===== src/rtl/great_pkg.sv =====
// Shared definitions for the great_subtractor arbiter slice.
//   REGISTER_SIZE_DEF / BITS_IN_NUM_DEF : default word and operand widths
//   words_per_num()                     : number of words per operand
//   arb_state_t                         : arbiter FSM state encoding
package great_pkg;

  localparam int unsigned REGISTER_SIZE_DEF = 32;
  localparam int unsigned BITS_IN_NUM_DEF   = 2048;

  // Operand width must be a multiple of the word width.
  function automatic int unsigned words_per_num(input int unsigned bits,
                                                input int unsigned reg_size);
    return bits / reg_size;
  endfunction

  typedef enum logic [1:0] {
    IDLE   = 2'd0,
    GRANT  = 2'd1,
    STREAM = 2'd2,
    DRAIN  = 2'd3
  } arb_state_t;

endpackage


===== src/rtl/great_sub_arbiter_rr_pick.sv =====
// Combinational round-robin picker.
//   req_in        : request vector, one bit per requester
//   last_grant_in : most recently served requester
//   grant_c       : first requesting index after last_grant_in (wrapping)
//   any_c         : at least one request is present
module rr_pick
  import great_pkg::*;
#(
  parameter int unsigned NUM_REQ = 2,
  localparam int unsigned GW     = $clog2(NUM_REQ)
) (
  input  logic [NUM_REQ-1:0] req_in,
  input  logic [GW-1:0]      last_grant_in,
  output logic [GW-1:0]      grant_c,
  output logic               any_c
);

  int unsigned idx;

  // Search last_grant+1 .. last_grant+NUM_REQ modulo NUM_REQ; first hit wins.
  always_comb begin
    grant_c = '0;
    any_c   = 1'b0;
    idx     = 0;
    for (int unsigned i = 1; i <= NUM_REQ; i++) begin
      idx = (32'(last_grant_in) + i) % NUM_REQ;
      if (!any_c && req_in[GW'(idx)]) begin
        any_c   = 1'b1;
        grant_c = GW'(idx);
      end
    end
  end

endmodule


===== src/rtl/great_sub_arbiter.sv =====
// Round-robin arbiter sharing one streaming great_subtractor between
// NUM_REQ requesters. Each requester streams WORDS A/B word pairs (LSW
// first); the grant is held per whole operation until the subtractor's
// final result word returns. Results are re-emitted with an owner tag.
//
// Optional feature macro: GREAT_SUB_ARB_TIMEOUT_EN adds error_out and a
// watchdog that aborts a stalled operation after TIMEOUT_CYCLES.
//
// Ports:
//   clk_in, rst_in          : clock, async active-high reset
//   req_a_in/req_b_in       : packed per-requester A/B words
//   req_valid_in            : per-requester word valid
//   req_ready_out           : per-requester word ready (granted one only)
//   sub_a_out/sub_b_out     : word pair to the subtractor
//   sub_valid_out           : word pair valid
//   sub_data_in/valid/final : subtractor result stream
//   data_out/valid_out/final_out/owner_out : tagged result stream
//   error_out               : watchdog pulse (timeout build only)
//   busy_out                : arbiter not in IDLE
module great_sub_arbiter
  import great_pkg::*;
#(
  parameter int unsigned REGISTER_SIZE  = REGISTER_SIZE_DEF,
  parameter int unsigned BITS_IN_NUM    = BITS_IN_NUM_DEF,
  parameter int unsigned NUM_REQ        = 2,
  parameter int unsigned TIMEOUT_CYCLES = 1024,
  localparam int unsigned GW            = $clog2(NUM_REQ)
) (
  input  logic                             clk_in,
  input  logic                             rst_in,
  input  logic [NUM_REQ*REGISTER_SIZE-1:0] req_a_in,
  input  logic [NUM_REQ*REGISTER_SIZE-1:0] req_b_in,
  input  logic [NUM_REQ-1:0]               req_valid_in,
  output logic [NUM_REQ-1:0]               req_ready_out,
  output logic [REGISTER_SIZE-1:0]         sub_a_out,
  output logic [REGISTER_SIZE-1:0]         sub_b_out,
  output logic                             sub_valid_out,
  input  logic [REGISTER_SIZE-1:0]         sub_data_in,
  input  logic                             sub_valid_in,
  input  logic                             sub_final_in,
  output logic [REGISTER_SIZE-1:0]         data_out,
  output logic                             valid_out,
  output logic                             final_out,
  output logic [GW-1:0]                    owner_out,
`ifdef GREAT_SUB_ARB_TIMEOUT_EN
  output logic                             error_out,
`endif
  output logic                             busy_out
);

  localparam int unsigned WORDS = words_per_num(BITS_IN_NUM, REGISTER_SIZE);
  localparam int unsigned CW    = (WORDS > 1) ? $clog2(WORDS) : 1;

  arb_state_t               state_q, state_d;
  logic [GW-1:0]            grant_q, grant_d;
  logic [GW-1:0]            last_grant_q, last_grant_d;
  logic [CW-1:0]            cnt_q, cnt_d;
  logic [NUM_REQ-1:0]       ready_q, ready_d;
  logic [REGISTER_SIZE-1:0] sub_a_q, sub_a_d, sub_b_q, sub_b_d;
  logic                     sub_valid_q, sub_valid_d;
  logic [REGISTER_SIZE-1:0] data_q, data_d;
  logic                     valid_q, valid_d, final_q, final_d;
  logic [GW-1:0]            owner_q, owner_d;
  logic                     busy_q, busy_d;

  logic [GW-1:0]            pick_grant_c;
  logic                     pick_any_c;
  logic                     accept_c;
  logic [REGISTER_SIZE-1:0] word_a_c, word_b_c;

`ifdef GREAT_SUB_ARB_TIMEOUT_EN
  localparam int unsigned TW = $clog2(TIMEOUT_CYCLES + 1);
  logic [TW-1:0] tmo_q, tmo_d;
  logic          error_q, error_d;
`endif

  rr_pick #(.NUM_REQ(NUM_REQ)) u_rr_pick (
    .req_in        (req_valid_in),
    .last_grant_in (last_grant_q),
    .grant_c       (pick_grant_c),
    .any_c         (pick_any_c)
  );

  // ready_q is only ever the grant one-hot during STREAM, so this is the handshake.
  assign accept_c = (state_q == STREAM) && |(ready_q & req_valid_in);
  assign word_a_c = req_a_in[grant_q*REGISTER_SIZE +: REGISTER_SIZE];
  assign word_b_c = req_b_in[grant_q*REGISTER_SIZE +: REGISTER_SIZE];

  // Next-state and registered-output logic.
  always_comb begin
    state_d      = state_q;
    grant_d      = grant_q;
    last_grant_d = last_grant_q;
    cnt_d        = cnt_q;
    ready_d      = ready_q;
    sub_valid_d  = accept_c;
    sub_a_d      = accept_c ? word_a_c : sub_a_q;
    sub_b_d      = accept_c ? word_b_c : sub_b_q;
    data_d       = sub_data_in;
    valid_d      = sub_valid_in;
    final_d      = sub_final_in;
    owner_d      = grant_q;
`ifdef GREAT_SUB_ARB_TIMEOUT_EN
    tmo_d        = '0;
    error_d      = 1'b0;
`endif

    case (state_q)
      IDLE: begin
        ready_d = '0;
        if (pick_any_c) begin
          grant_d = pick_grant_c;
          state_d = GRANT;
        end
      end
      GRANT: begin
        // Ready is registered, so raise it here to be visible in STREAM.
        ready_d = NUM_REQ'(1) << grant_q;
        state_d = STREAM;
      end
      STREAM: begin
        if (accept_c) begin
          if (cnt_q == CW'(WORDS - 1)) begin
            cnt_d   = '0;
            ready_d = '0;
            state_d = DRAIN;
          end else begin
            cnt_d = cnt_q + CW'(1);
          end
        end
      end
      DRAIN: begin
        ready_d = '0;
        if (sub_valid_in && sub_final_in) begin
          state_d      = IDLE;
          last_grant_d = grant_q;
        end
      end
      default: state_d = IDLE;
    endcase

`ifdef GREAT_SUB_ARB_TIMEOUT_EN
    // Watchdog: any forward or return traffic counts as progress.
    if (state_q == STREAM || state_q == DRAIN) begin
      if (accept_c || sub_valid_in) begin
        tmo_d = '0;
      end else if (tmo_q != TW'(TIMEOUT_CYCLES)) begin
        tmo_d = tmo_q + TW'(1);
      end else begin
        tmo_d = tmo_q;
      end
      if (tmo_d == TW'(TIMEOUT_CYCLES)) begin
        error_d      = 1'b1;
        state_d      = IDLE;
        last_grant_d = grant_q;
        ready_d      = '0;
        cnt_d        = '0;
        tmo_d        = '0;
      end
    end
`endif

    busy_d = (state_d != IDLE);
  end

  // State and output registers.
  always_ff @(posedge clk_in or posedge rst_in) begin
    if (rst_in) begin
      state_q      <= IDLE;
      grant_q      <= '0;
      last_grant_q <= GW'(NUM_REQ - 1);
      cnt_q        <= '0;
      ready_q      <= '0;
      sub_a_q      <= '0;
      sub_b_q      <= '0;
      sub_valid_q  <= 1'b0;
      data_q       <= '0;
      valid_q      <= 1'b0;
      final_q      <= 1'b0;
      owner_q      <= '0;
      busy_q       <= 1'b0;
`ifdef GREAT_SUB_ARB_TIMEOUT_EN
      tmo_q        <= '0;
      error_q      <= 1'b0;
`endif
    end else begin
      state_q      <= state_d;
      grant_q      <= grant_d;
      last_grant_q <= last_grant_d;
      cnt_q        <= cnt_d;
      ready_q      <= ready_d;
      sub_a_q      <= sub_a_d;
      sub_b_q      <= sub_b_d;
      sub_valid_q  <= sub_valid_d;
      data_q       <= data_d;
      valid_q      <= valid_d;
      final_q      <= final_d;
      owner_q      <= owner_d;
      busy_q       <= busy_d;
`ifdef GREAT_SUB_ARB_TIMEOUT_EN
      tmo_q        <= tmo_d;
      error_q      <= error_d;
`endif
    end
  end

  assign req_ready_out = ready_q;
  assign sub_a_out     = sub_a_q;
  assign sub_b_out     = sub_b_q;
  assign sub_valid_out = sub_valid_q;
  assign data_out      = data_q;
  assign valid_out     = valid_q;
  assign final_out     = final_q;
  assign owner_out     = owner_q;
  assign busy_out      = busy_q;
`ifdef GREAT_SUB_ARB_TIMEOUT_EN
  assign error_out     = error_q;
`endif

endmodule

===== config.mk =====
export PLATFORM = sky130hd
export DESIGN_NAME = great_sub_arbiter
export DESIGN_NICKNAME = d
export VERILOG_FILES = /design/src/rtl/great_pkg.sv /design/src/rtl/great_sub_arbiter_rr_pick.sv /design/src/rtl/great_sub_arbiter.sv
export SDC_FILE = /design/constraint.sdc
export NUM_CORES = 1
export LEC_CHECK = 0
export ABC_AREA = 1
export CORE_MARGIN = 4
export CORE_UTILIZATION = 30
export CTS_CLUSTER_SIZE = 28
export DETAILED_ROUTE_END_ITERATION = 8
export HOLD_SLACK_MARGIN = 0.08
export PLACE_DENSITY = 0.71
export SKIP_LAST_GASP = 1
export SLEW_MARGIN = 25
export SYNTH_ARGS = -nofsm -noshare
export SYNTH_HDL_FRONTEND = slang
export SYNTH_SLANG_ARGS = --single-unit

===== constraint.sdc =====
create_clock -name clk_in -period 6.1 [get_ports clk_in]
set_input_delay 0.61 -clock clk_in [delete_from_list [all_inputs] [get_ports clk_in]]
set_output_delay 0.61 -clock clk_in [all_outputs]
set_load 0.01 [all_outputs]

==> results of run 1 <==
## critical path, stage by stage
cell and delay [ns]:
clkdlybuf4s50_1 0.52, nand2_1 0.12, a21oi_4 0.15, buf_4 0.56
nor2_1 0.10, a31oi_1 0.19
## power by group through the flow
stage	Clock [W]	Combinational [W]	Sequential [W]
3_3_place_gp	0	0.00137	0.00117
2_1_floorplan	0	0.000546	0.00128
4_1_cts	0.00115	0.00140	0.00118
5_1_grt	0.00118	0.00152	0.00121
6_report	0.00112	0.00138	0.00117
3_5_place_dp	0	0.00139	0.00118
## logic make-up after synthesis
group                      share of synthesized area
adders and majority gates                   0.002857
buffers and inverters                        0.03686
DFF                                           0.6460
and+or+nand+nor                               0.2123
xor gates and xnor gates                    0.004001
AOI/OAI and AO/OA                            0.09800
## per-layer routing
metal	share of wire	up-vias
met4	0.018	0
met5	0	-
met2	0.50	197
met1	0.39	1964
met3	0.096	24
li1	-	2051
## cell type report
type / instances / area (um2) / share of cell area
sequential: 113 / 2830 / 0.3591
timing repair buffer: 272 / 2713 / 0.3442
multi-input combinational: 314 / 1396 / 0.1772
clock buffer: 22 / 474.2 / 0.06017
tap: 180 / 225.2 / 0.02858
clock inverter: 10 / 203.9 / 0.02588
inverter: 9 / 38.79 / 0.004921
## sequential cells by signal, summed over array words and instances, names as in the netlist
signal,cells
last_grant_q,1
final_out,1
cnt_q,6
req_ready_out,2
sub_b_out,32
valid_out,1
owner_out,1
grant_q,1
sub_valid_out,1
busy_out,1
state_q,2
sub_a_out,32
data_out,32
## through the flow
stage / cells / power [W] / instance area, um2
global placement: 888 / 0.002546 / 7201
floorplan: 464 / 0.001823 / 4379
CTS: 920 / 0.003718 / 7881
finish: 920 / 0.003669 / 7881
global route: 920 / 0.003913 / 7881
detailed placement: 888 / 0.002578 / 7203
## synth_stat cells
| cell type | n |
|---|---|
| buf_1 | 2 |
| ha_1 | 1 |
| o21ai_1 | 1 |
| nand4_1 | 1 |
| a21oi_2 | 1 |
| xnor2_1 | 2 |
| nand3_1 | 11 |
| nand2_1 | 157 |
| buf_2 | 15 |
| buf_4 | 1 |
| or2_2 | 1 |
| a31oi_1 | 64 |
| o21ai_0 | 2 |
| dfrtp_1 | 112 |
| nor2_1 | 70 |
| inv_1 | 9 |
| a21oi_1 | 1 |
| dfstp_2 | 1 |
| nor3_1 | 2 |
| clkbuf_1 | 10 |
## path summary, 6_finish.rpt
| check | endpoint | slack, ns | cells after the start |
|---|---|---|---|
| setup / recovery | sub_a_out[13]$_DFFE_PP0P_ | 4.11 | 6 |
| hold / removal | cnt_q[4]$_DFFE_PP0P_ | 0.47 | 1 |
| setup reg to reg | sub_a_out[13]$_DFFE_PP0P_ | 4.39 | 6 |
| hold reg to reg | cnt_q[4]$_DFFE_PP0P_ | 0.47 | 1 |
| max in group asynchronous | grant_q$_DFFE_PP0P_ | 4.21 | 3 |
| min in group asynchronous | data_out[11]$_DFF_PP0_ | 0.67 | 2 |
==> flow_summary.json, run 1 <==
{
  "gp_congestion": 0.7701,
  "drive_above_1_share": 0.05405,
  "setup_slack_ns": 4.115,
  "cts_made_buffers": 17,
  "reg2reg_from": "state_q[0]$_DFF_PP0_",
  "status": "completed",
  "num_rows": 43,
  "synth_nets": 631,
  "drcViolationCount": 0,
  "worstPathRequired_ns": 6.41,
  "internal_power_w": 0.002520,
  "fmax_ghz": 0.5037,
  "hp-start": "cnt_q[4]$_DFFE_PP0P_",
  "maxCapViolations": 0,
  "most-common-layout-cells": "268 x clkdlybuf4s50_1, 157 x nand2_1, 111 x dfrtp_1",
  "diodes": 0,
  "final-setup-viol-count": 0,
  "slew_viol_final": 0,
  "finish.utilization": 0.5591,
  "synth.largest_area_cell": "dfrtp_1",
  "slew_headroom": 0.5274,
  "cts_max_level": 4,
  "tightest_slew_ns": 0.7090,
  "worst_hold_slack_ns": 0.4733,
  "avgSynthCellArea_um2": 9.438,
  "clk_pin_slew_ns": 0.05,
  "firstDrtPassIters": 4,
  "clock-sinks": 113,
  "root_buffer": "clkbuf_16",
  "place_hpwl_um": 10270,
  "swShare": 0.3132,
  "met3_usage": 0.06683,
  "p_seq_frac": 0.320,
  "coreArea_um2": 14100,
  "syn_inst": 464,
  "wl_per_cell_um": 15.06,
  "final_common_cell": "clkdlybuf4s50_1",
  "yosysSeqAreaShare": 0.6460,
  "p_clk_frac": 0.305,
  "die_area_um2": 16590,
  "grt.busiest_layer": "met2",
  "grt_remaining_overflow": 0,
  "pwr-share-comb": 0.375,
  "port_buffers": 268,
  "crit_path_max_fanout": 75,
  "cts_tree": "done",
  "cellLeakagePower_nw": 3.343,
  "crit_start": "req_valid_in[0]",
  "fillCellCount": 1207,
  "die_h_um": 128.8,
  "postCtsResizedCells": 0,
  "worstHoldPathType": "reg2reg",
  "cp.arrival_ns": 2.30,
  "routed_via_density": 4.604,
  "startpoint_type": "input port",
  "endpoint_kind": "flip-flop",
  "period_needed_ns": 1.985,
  "synth_area_leaders": "dfrtp_1 64%, nand2_1 13%, a31oi_1 9.1%",
  "grt_pass1_wl_um": 21290,
  "syn_area_um2": 4379,
  "ctsHoldBuffers": 0,
  "die_width_um": 128.8,
  "cellPowerDensity_nw_per_um2": 465.6,
  "clk_latency_ns": 0.40,
  "ys_ff_latch": 113,
  "min_period_over_period": 0.3254,
  "pin_count": 269,
  "grt_use_met2": 0.2851,
  "grt_pass1_vias": 4378,
  "finalSetupTns_ns": 0,
  "synth_top_area_share": 0.6400,
  "clockBufferDepth": 2,
  "grt_usage": 0.1649,
  "rsz0062_at_grt": "no",
  "area_delta_synth_final_pct": 79.97,
  "critPathKind": "in2reg",
  "synth_cell_types": 20,
  "grt_max_degree": 76,
  "nNetsFinal": 894,
  "start_util": 0.3107,
  "report.final.hold_viol_count": 0,
  "drt_iter0_drc": 151,
  "vias": 4236,
  "antenna_found_initial": 0,
  "clock_skew_ns": 0.006028,
  "vdd_drop_max_v": 0.0001844,
  "totalWireLength_um": 13850,
  "ys_warn_count": 0,
  "grt_use_met1": 0.1823,
  "pre_cts_slack_ns": 3.675,
  "post_cts_buffers": 0,
  "switchingPower_w": 0.001149,
  "postRouteAntennaNets": 0
}
Note: power is estimated with default switching activity, not from simulation.
==> run 2, diff against run 1 <==
--- a/config.mk
+++ b/config.mk
@@ -11,7 +11,7 @@
 export CTS_CLUSTER_SIZE = 28
 export DETAILED_ROUTE_END_ITERATION = 8
 export HOLD_SLACK_MARGIN = 0.08
-export PLACE_DENSITY = 0.71
+export PLACE_DENSITY = 0.74
 export SKIP_LAST_GASP = 1
 export SLEW_MARGIN = 25
 export SYNTH_ARGS = -nofsm -noshare
==> constraint.sdc (replaced) <==
create_clock -name clk_in -period 1.7 [get_ports clk_in]
set_input_delay 0.17 -clock clk_in [delete_from_list [all_inputs] [get_ports clk_in]]
set_output_delay 0.17 -clock clk_in [all_outputs]
set_load 0.01 [all_outputs]
==> run 2 against run 1 <==
Non-clock buffer count is 8 higher. Clock power grew to 3.4 times the previous value. Cell count is 0.76% higher. Sequential cell count stayed put. Worst setup slack lost 4.0 ns. Global-route usage is 0.98 points higher. First-iteration DRC count grew 15%. Utilization is 0.67 points higher. Sequential share of layout area down 0.43 points. Critical path type is now reg2out. Highest routed layer unchanged.
==> flow_summary.json, run 2 (synthesis results as in run 1) <==
{
  "cts_tree": "done",
  "drive_above_1_share": 0.06426,
  "vdd_drop_max_v": 0.001005,
  "die_area_um2": 16590,
  "cellPowerDensity_nw_per_um2": 1654,
  "crit_family": "buffers and inverters",
  "postRouteAntennaNets": 0,
  "finalPower_w": 0.01319,
  "status": "completed",
  "die_width_um": 128.8,
  "critical_path_buf_inv_count": 1,
  "hold_end": "data_out[3]$_DFF_PP0_",
  "maxCapViolations": 0,
  "grt_pass1_vias": 4543,
  "clk_pin_slew_ns": 0.05,
  "firstDrtPassIters": 4,
  "diodes": 0,
  "grt_usage": 0.1747,
  "crit_path_max_fanout": 3,
  "final_common_cell": "clkdlybuf4s50_1",
  "start_util": 0.3107,
  "slowest_delay_ns": 0.58,
  "startpoint_type": "flip-flop",
  "whs_path_depth": 1,
  "slew_viol_final": 0,
  "rrSetupSlack_ns": 0.22,
  "hp-start": "sub_data_in[3]",
  "most-common-layout-cells": "268 x clkdlybuf4s50_1, 157 x nand2_1, 111 x dfrtp_1",
  "routed_via_density": 4.647,
  "final-setup-viol-count": 0,
  "nNetsFinal": 902,
  "clock_skew_ns": 0.007241,
  "min_period_over_period": 0.9060,
  "grt_pass1_wl_um": 22710,
  "cp_slowest_cell": "clkdlybuf4s50_1",
  "cts_max_level": 4,
  "post_cts_buffers": 0,
  "cp.arrival_ns": 1.37,
  "critPathKind": "reg2out",
  "root_buffer": "clkbuf_16",
  "fmax_ghz": 0.6492,
  "reg2reg_from": "cnt_q[0]$_DFFE_PP0P_",
  "clockBufferDepth": 2,
  "grt_remaining_overflow": 0,
  "coreArea_um2": 14100,
  "cts_made_buffers": 17,
  "r2r_cells": 6,
  "wl_per_cell_um": 15.55,
  "tightest_slew_ns": 0.3928,
  "clock-sinks": 113,
  "drt_iter0_drc": 173,
  "totalWireLength_um": 14420,
  "r2r-end": "cnt_q[3]$_DFFE_PP0P_",
  "slew_headroom": 0.7361,
  "gp_congestion": 0.8319,
  "area_delta_synth_final_pct": 82.14,
  "cellLeakagePower_nw": 3.376,
  "drcViolationCount": 0,
  "vias": 4308,
  "fillCellCount": 1183,
  "ctsHoldBuffers": 0,
  "worstPathRequired_ns": 1.53,
  "pin_count": 269,
  "num_rows": 43,
  "rsz0062_at_grt": "no",
  "cp_cell_sequence": "clkdlybuf4s50_1",
  "antenna_found_initial": 0,
  "period_needed_ns": 1.540,
  "worstHoldPathType": "in2reg",
  "grt_max_degree": 72,
  "endpoint_kind": "primary output",
  "postCtsResizedCells": 0,
  "clk_latency_ns": 0.41,
  "port_buffers": 268,
  "dp.cells": 896,
  "layout.cells.non_filler": 927,
  "die_h_um": 128.8,
  "place_hpwl_um": 10820,
  "report.final.hold_viol_count": 0
}
[run 2: cell count changes in the layout (fill, tap and decap cells not counted)]
cell	delta
inv_4	-2
clkbuf_1	-1
clkinvlp_4	+3
buf_4	+2
clkbuf_8	-3
clkinv_2	-1
bufinv_16	-1
inv_6	+2
buf_12	+6
inv_2	+1
clkinv_4	+1
[run 2: worst max-delay path by stage]
stage                                       startpoint                   endpoint  slack [ns]  depth (start not counted)
after floorplan                                 rst_in         busy_out$_DFF_PP0_        0.16                          1
after global placement                 req_valid_in[1]  sub_a_out[11]$_DFFE_PP0P_        0.07                          7
after detailed placement               req_valid_in[1]  sub_a_out[11]$_DFFE_PP0P_       -0.01                          7
after CTS                     sub_b_out[8]$_DFFE_PP0P_               sub_b_out[8]        0.14                          1
after global routing              cnt_q[0]$_DFFE_PP0P_       cnt_q[3]$_DFFE_PP0P_        0.10                          6
final                     req_ready_out[0]$_DFFE_PP0P_           req_ready_out[0]        0.16                          1
[run 2: stage by stage]
step,instance area [um2],hold WS (ns),setup slack (ns),TNS [ns],util
detailed placement,7337,0.4678,-0.01185,-0.02028,0.5205
CTS,7976,0.1705,0.1350,0,0.5659
finish,7976,0.1946,0.1597,0,0.5659
global route,7976,0.1709,0.1011,0,0.5659
floorplan,4383,0.2014,0.1594,0,-
global placement,7337,0.4614,0.07190,0,0.5205
[run 2: where the power goes]
group	leakage, nW	internal, W	switching [W]
combinational	1.78	0.00266	0.00250
clock	0.307	0.00259	0.00124
sequential	1.29	0.00366	0.000539
[run 2: area by class of cell]
cell class / count / area [um2] / area share
inverter: 9 / 37.54 / 0.004706
timing repair buffer: 280 / 2848 / 0.3570
clock buffer: 18 / 429.2 / 0.05380
tap: 180 / 225.2 / 0.02824
multi-input combinational: 314 / 1396 / 0.1751
clock inverter: 13 / 210.2 / 0.02635
sequential: 113 / 2830 / 0.3548
[run 2: metal layers]
| metal | wire length (um) | vias up | track usage |
|---|---|---|---|
| met3 | 1633 | 21 | 0.07264 |
| li1 | - | 2068 | - |
| met2 | 7181 | 214 | 0.2954 |
| met5 | 0 | - | 0 |
| met1 | 5378 | 2005 | 0.1956 |
| met4 | 224 | 0 | 0.06980 |
==> run 3, diff against run 2 <==
--- a/config.mk
+++ b/config.mk
@@ -11,7 +11,9 @@
 export CTS_CLUSTER_SIZE = 28
 export DETAILED_ROUTE_END_ITERATION = 8
 export HOLD_SLACK_MARGIN = 0.08
+export MAX_ROUTING_LAYER = met4
 export PLACE_DENSITY = 0.74
+export RECOVER_POWER = 50
 export SKIP_LAST_GASP = 1
 export SLEW_MARGIN = 25
 export SYNTH_ARGS = -nofsm -noshare
==> run 3 against run 2 <==
First-iteration DRC count increased by 22%. Global-route usage up 0.53 points. Register-to-register slack is essentially flat. Largest cell class is now registers. Highest routed layer unchanged.
==> flow_summary.json, run 3 (synthesis results as in run 1) <==
{
  "clock-sinks": 113,
  "fillCellCount": 1190,
  "start_util": 0.3107,
  "die_area_um2": 16590,
  "clk_latency_ns": 0.41,
  "area_delta_synth_final_pct": 81.29,
  "placedInstanceArea_um2": 7337,
  "vias": 4337,
  "clk_pin_slew_ns": 0.05,
  "cp.depth": 1,
  "vdd_drop_max_v": 0.0009854,
  "totalWireLength_um": 14390,
  "rrSetupSlack_ns": 0.21,
  "period_needed_ns": 1.546,
  "seq_area_um2": 2830,
  "slowest_delay_ns": 0.58,
  "postLayoutCellArea_um2": 7939,
  "crit_family": "buffers and inverters",
  "diodes": 0,
  "layout.cells.non_filler": 927,
  "firstDrtPassIters": 4,
  "grt_pass1_vias": 4550,
  "coreArea_um2": 14100,
  "cp_slowest_cell": "clkdlybuf4s50_1",
  "cellPowerDensity_nw_per_um2": 1656,
  "worstPathRequired_ns": 1.53,
  "crit_start": "req_ready_out[0]$_DFFE_PP0P_",
  "grt_remaining_overflow": 0,
  "grt_usage": 0.1800,
  "top_layer_used": "met4",
  "slew_headroom": 0.2780,
  "report.final.hold_viol_count": 0,
  "slew_viol_final": 0,
  "worstHoldPathType": "in2reg",
  "post_cts_buffers": 0,
  "cts_tree": "done",
  "status": "completed",
  "critical_path_buf_inv_count": 1,
  "min_period_over_period": 0.9092,
  "endpoint_kind": "primary output",
  "gp_congestion": 0.8447,
  "grt_pass1_wl_um": 22680,
  "rsz0062_at_grt": "no",
  "reg2reg_from": "state_q[0]$_DFF_PP0_",
  "cp.arrival_ns": 1.38,
  "grt_max_degree": 72,
  "multiInputGateArea_um2": 1396,
  "clockBufferDepth": 2,
  "met3_length_um": 1507,
  "antenna_found_initial": 0,
  "final_common_cell": "clkdlybuf4s50_1",
  "wl_met1_um": 5423,
  "clock_skew_ns": 0.005962,
  "wl_per_cell_um": 15.52,
  "maxCapViolations": 0,
  "finalPower_w": 0.01315,
  "root_buffer": "clkbuf_16",
  "final-setup-viol-count": 0,
  "startpoint_type": "flip-flop",
  "finalSetupTns_ns": 0,
  "pin_count": 269,
  "cts_max_level": 4,
  "routed_via_density": 4.679,
  "port_buffers": 268,
  "postCtsResizedCells": 0,
  "drive_above_1_share": 0.06158,
  "drt_iter0_drc": 211,
  "critPathKind": "reg2out",
  "setup.worst_path.end": "req_ready_out[0]",
  "num_rows": 43,
  "route.met2.wl_um": 7206,
  "ctsHoldBuffers": 0,
  "crit_path_max_fanout": 3,
  "postRouteAntennaNets": 0,
  "most-common-layout-cells": "233 x clkdlybuf4s50_1, 157 x nand2_1, 111 x dfrtp_1",
  "cellLeakagePower_nw": 3.365,
  "drcViolationCount": 0,
  "nNetsFinal": 902,
  "place_hpwl_um": 10820,
  "die_width_um": 128.8,
  "cp_cell_sequence": "clkdlybuf4s50_1",
  "die_h_um": 128.8,
  "r2r_cells": 7,
  "tightest_slew_ns": 1.083,
  "fmax_ghz": 0.6470,
  "cts_made_buffers": 17,
  "dp.cells": 896,
  "r2r-end": "sub_b_out[8]$_DFFE_PP0P_"
}
run 3: changes by cell type in the layout (fill, tap and decap cells not counted):
cell and change:
clkbuf_1 +2, clkbuf_4 +1, buf_2 +1, buf_12 -2, dlygate4sd3_1 +35, clkbuf_2 +1, buf_4 -3, clkdlybuf4s50_1 -35
run 3: per-stage QoR:
step           hold WS [ns]  worst slack, ns  utilization
3_3_place_gp         0.4614          0.07190       0.5205
2_1_floorplan        0.2014           0.1594            -
5_1_grt              0.2846          0.08457       0.5632
6_report             0.3082           0.1544       0.5632
3_5_place_dp         0.4678         -0.01185       0.5205
4_1_cts              0.1705           0.1350       0.5659
run 3: worst min path at each step:
stage | slack [ns] | endpoint | from | cells after the start
final | 0.31 | data_out[3]$_DFF_PP0_ | sub_data_in[3] | 1
after global routing | 0.28 | data_out[3]$_DFF_PP0_ | sub_data_in[3] | 1
after CTS | 0.17 | data_out[3]$_DFF_PP0_ | sub_data_in[3] | 1
after detailed placement | 0.47 | cnt_q[4]$_DFFE_PP0P_ | cnt_q[4]$_DFFE_PP0P_ | 1
after global placement | 0.46 | cnt_q[4]$_DFFE_PP0P_ | cnt_q[4]$_DFFE_PP0P_ | 1
after floorplan | 0.20 | data_out[0]$_DFF_PP0_ | sub_data_in[0] | 0
run 3: layout make-up:
| type | instances | area share |
|---|---|---|
| sequential | 113 | 0.3565 |
| timing repair buffer | 280 | 0.3540 |
| inverter | 9 | 0.004728 |
| clock buffer | 18 | 0.05406 |
| clock inverter | 13 | 0.02648 |
| multi-input combinational | 314 | 0.1759 |
| tap | 180 | 0.02837 |
run 3: power breakdown:
group	total (W)	internal, W	switching, W
combinational	0.00511	0.00262	0.00249
sequential	0.00420	0.00366	0.000538
clock	0.00384	0.00259	0.00124
run 3: routing by layer:
metal | GRT usage | vias up
met3 | 0.06559 | 25
met4 | 0.06794 | 0
met2 | 0.2954 | 224
li1 | - | 2069
met5 | - | -
met1 | 0.2006 | 2019
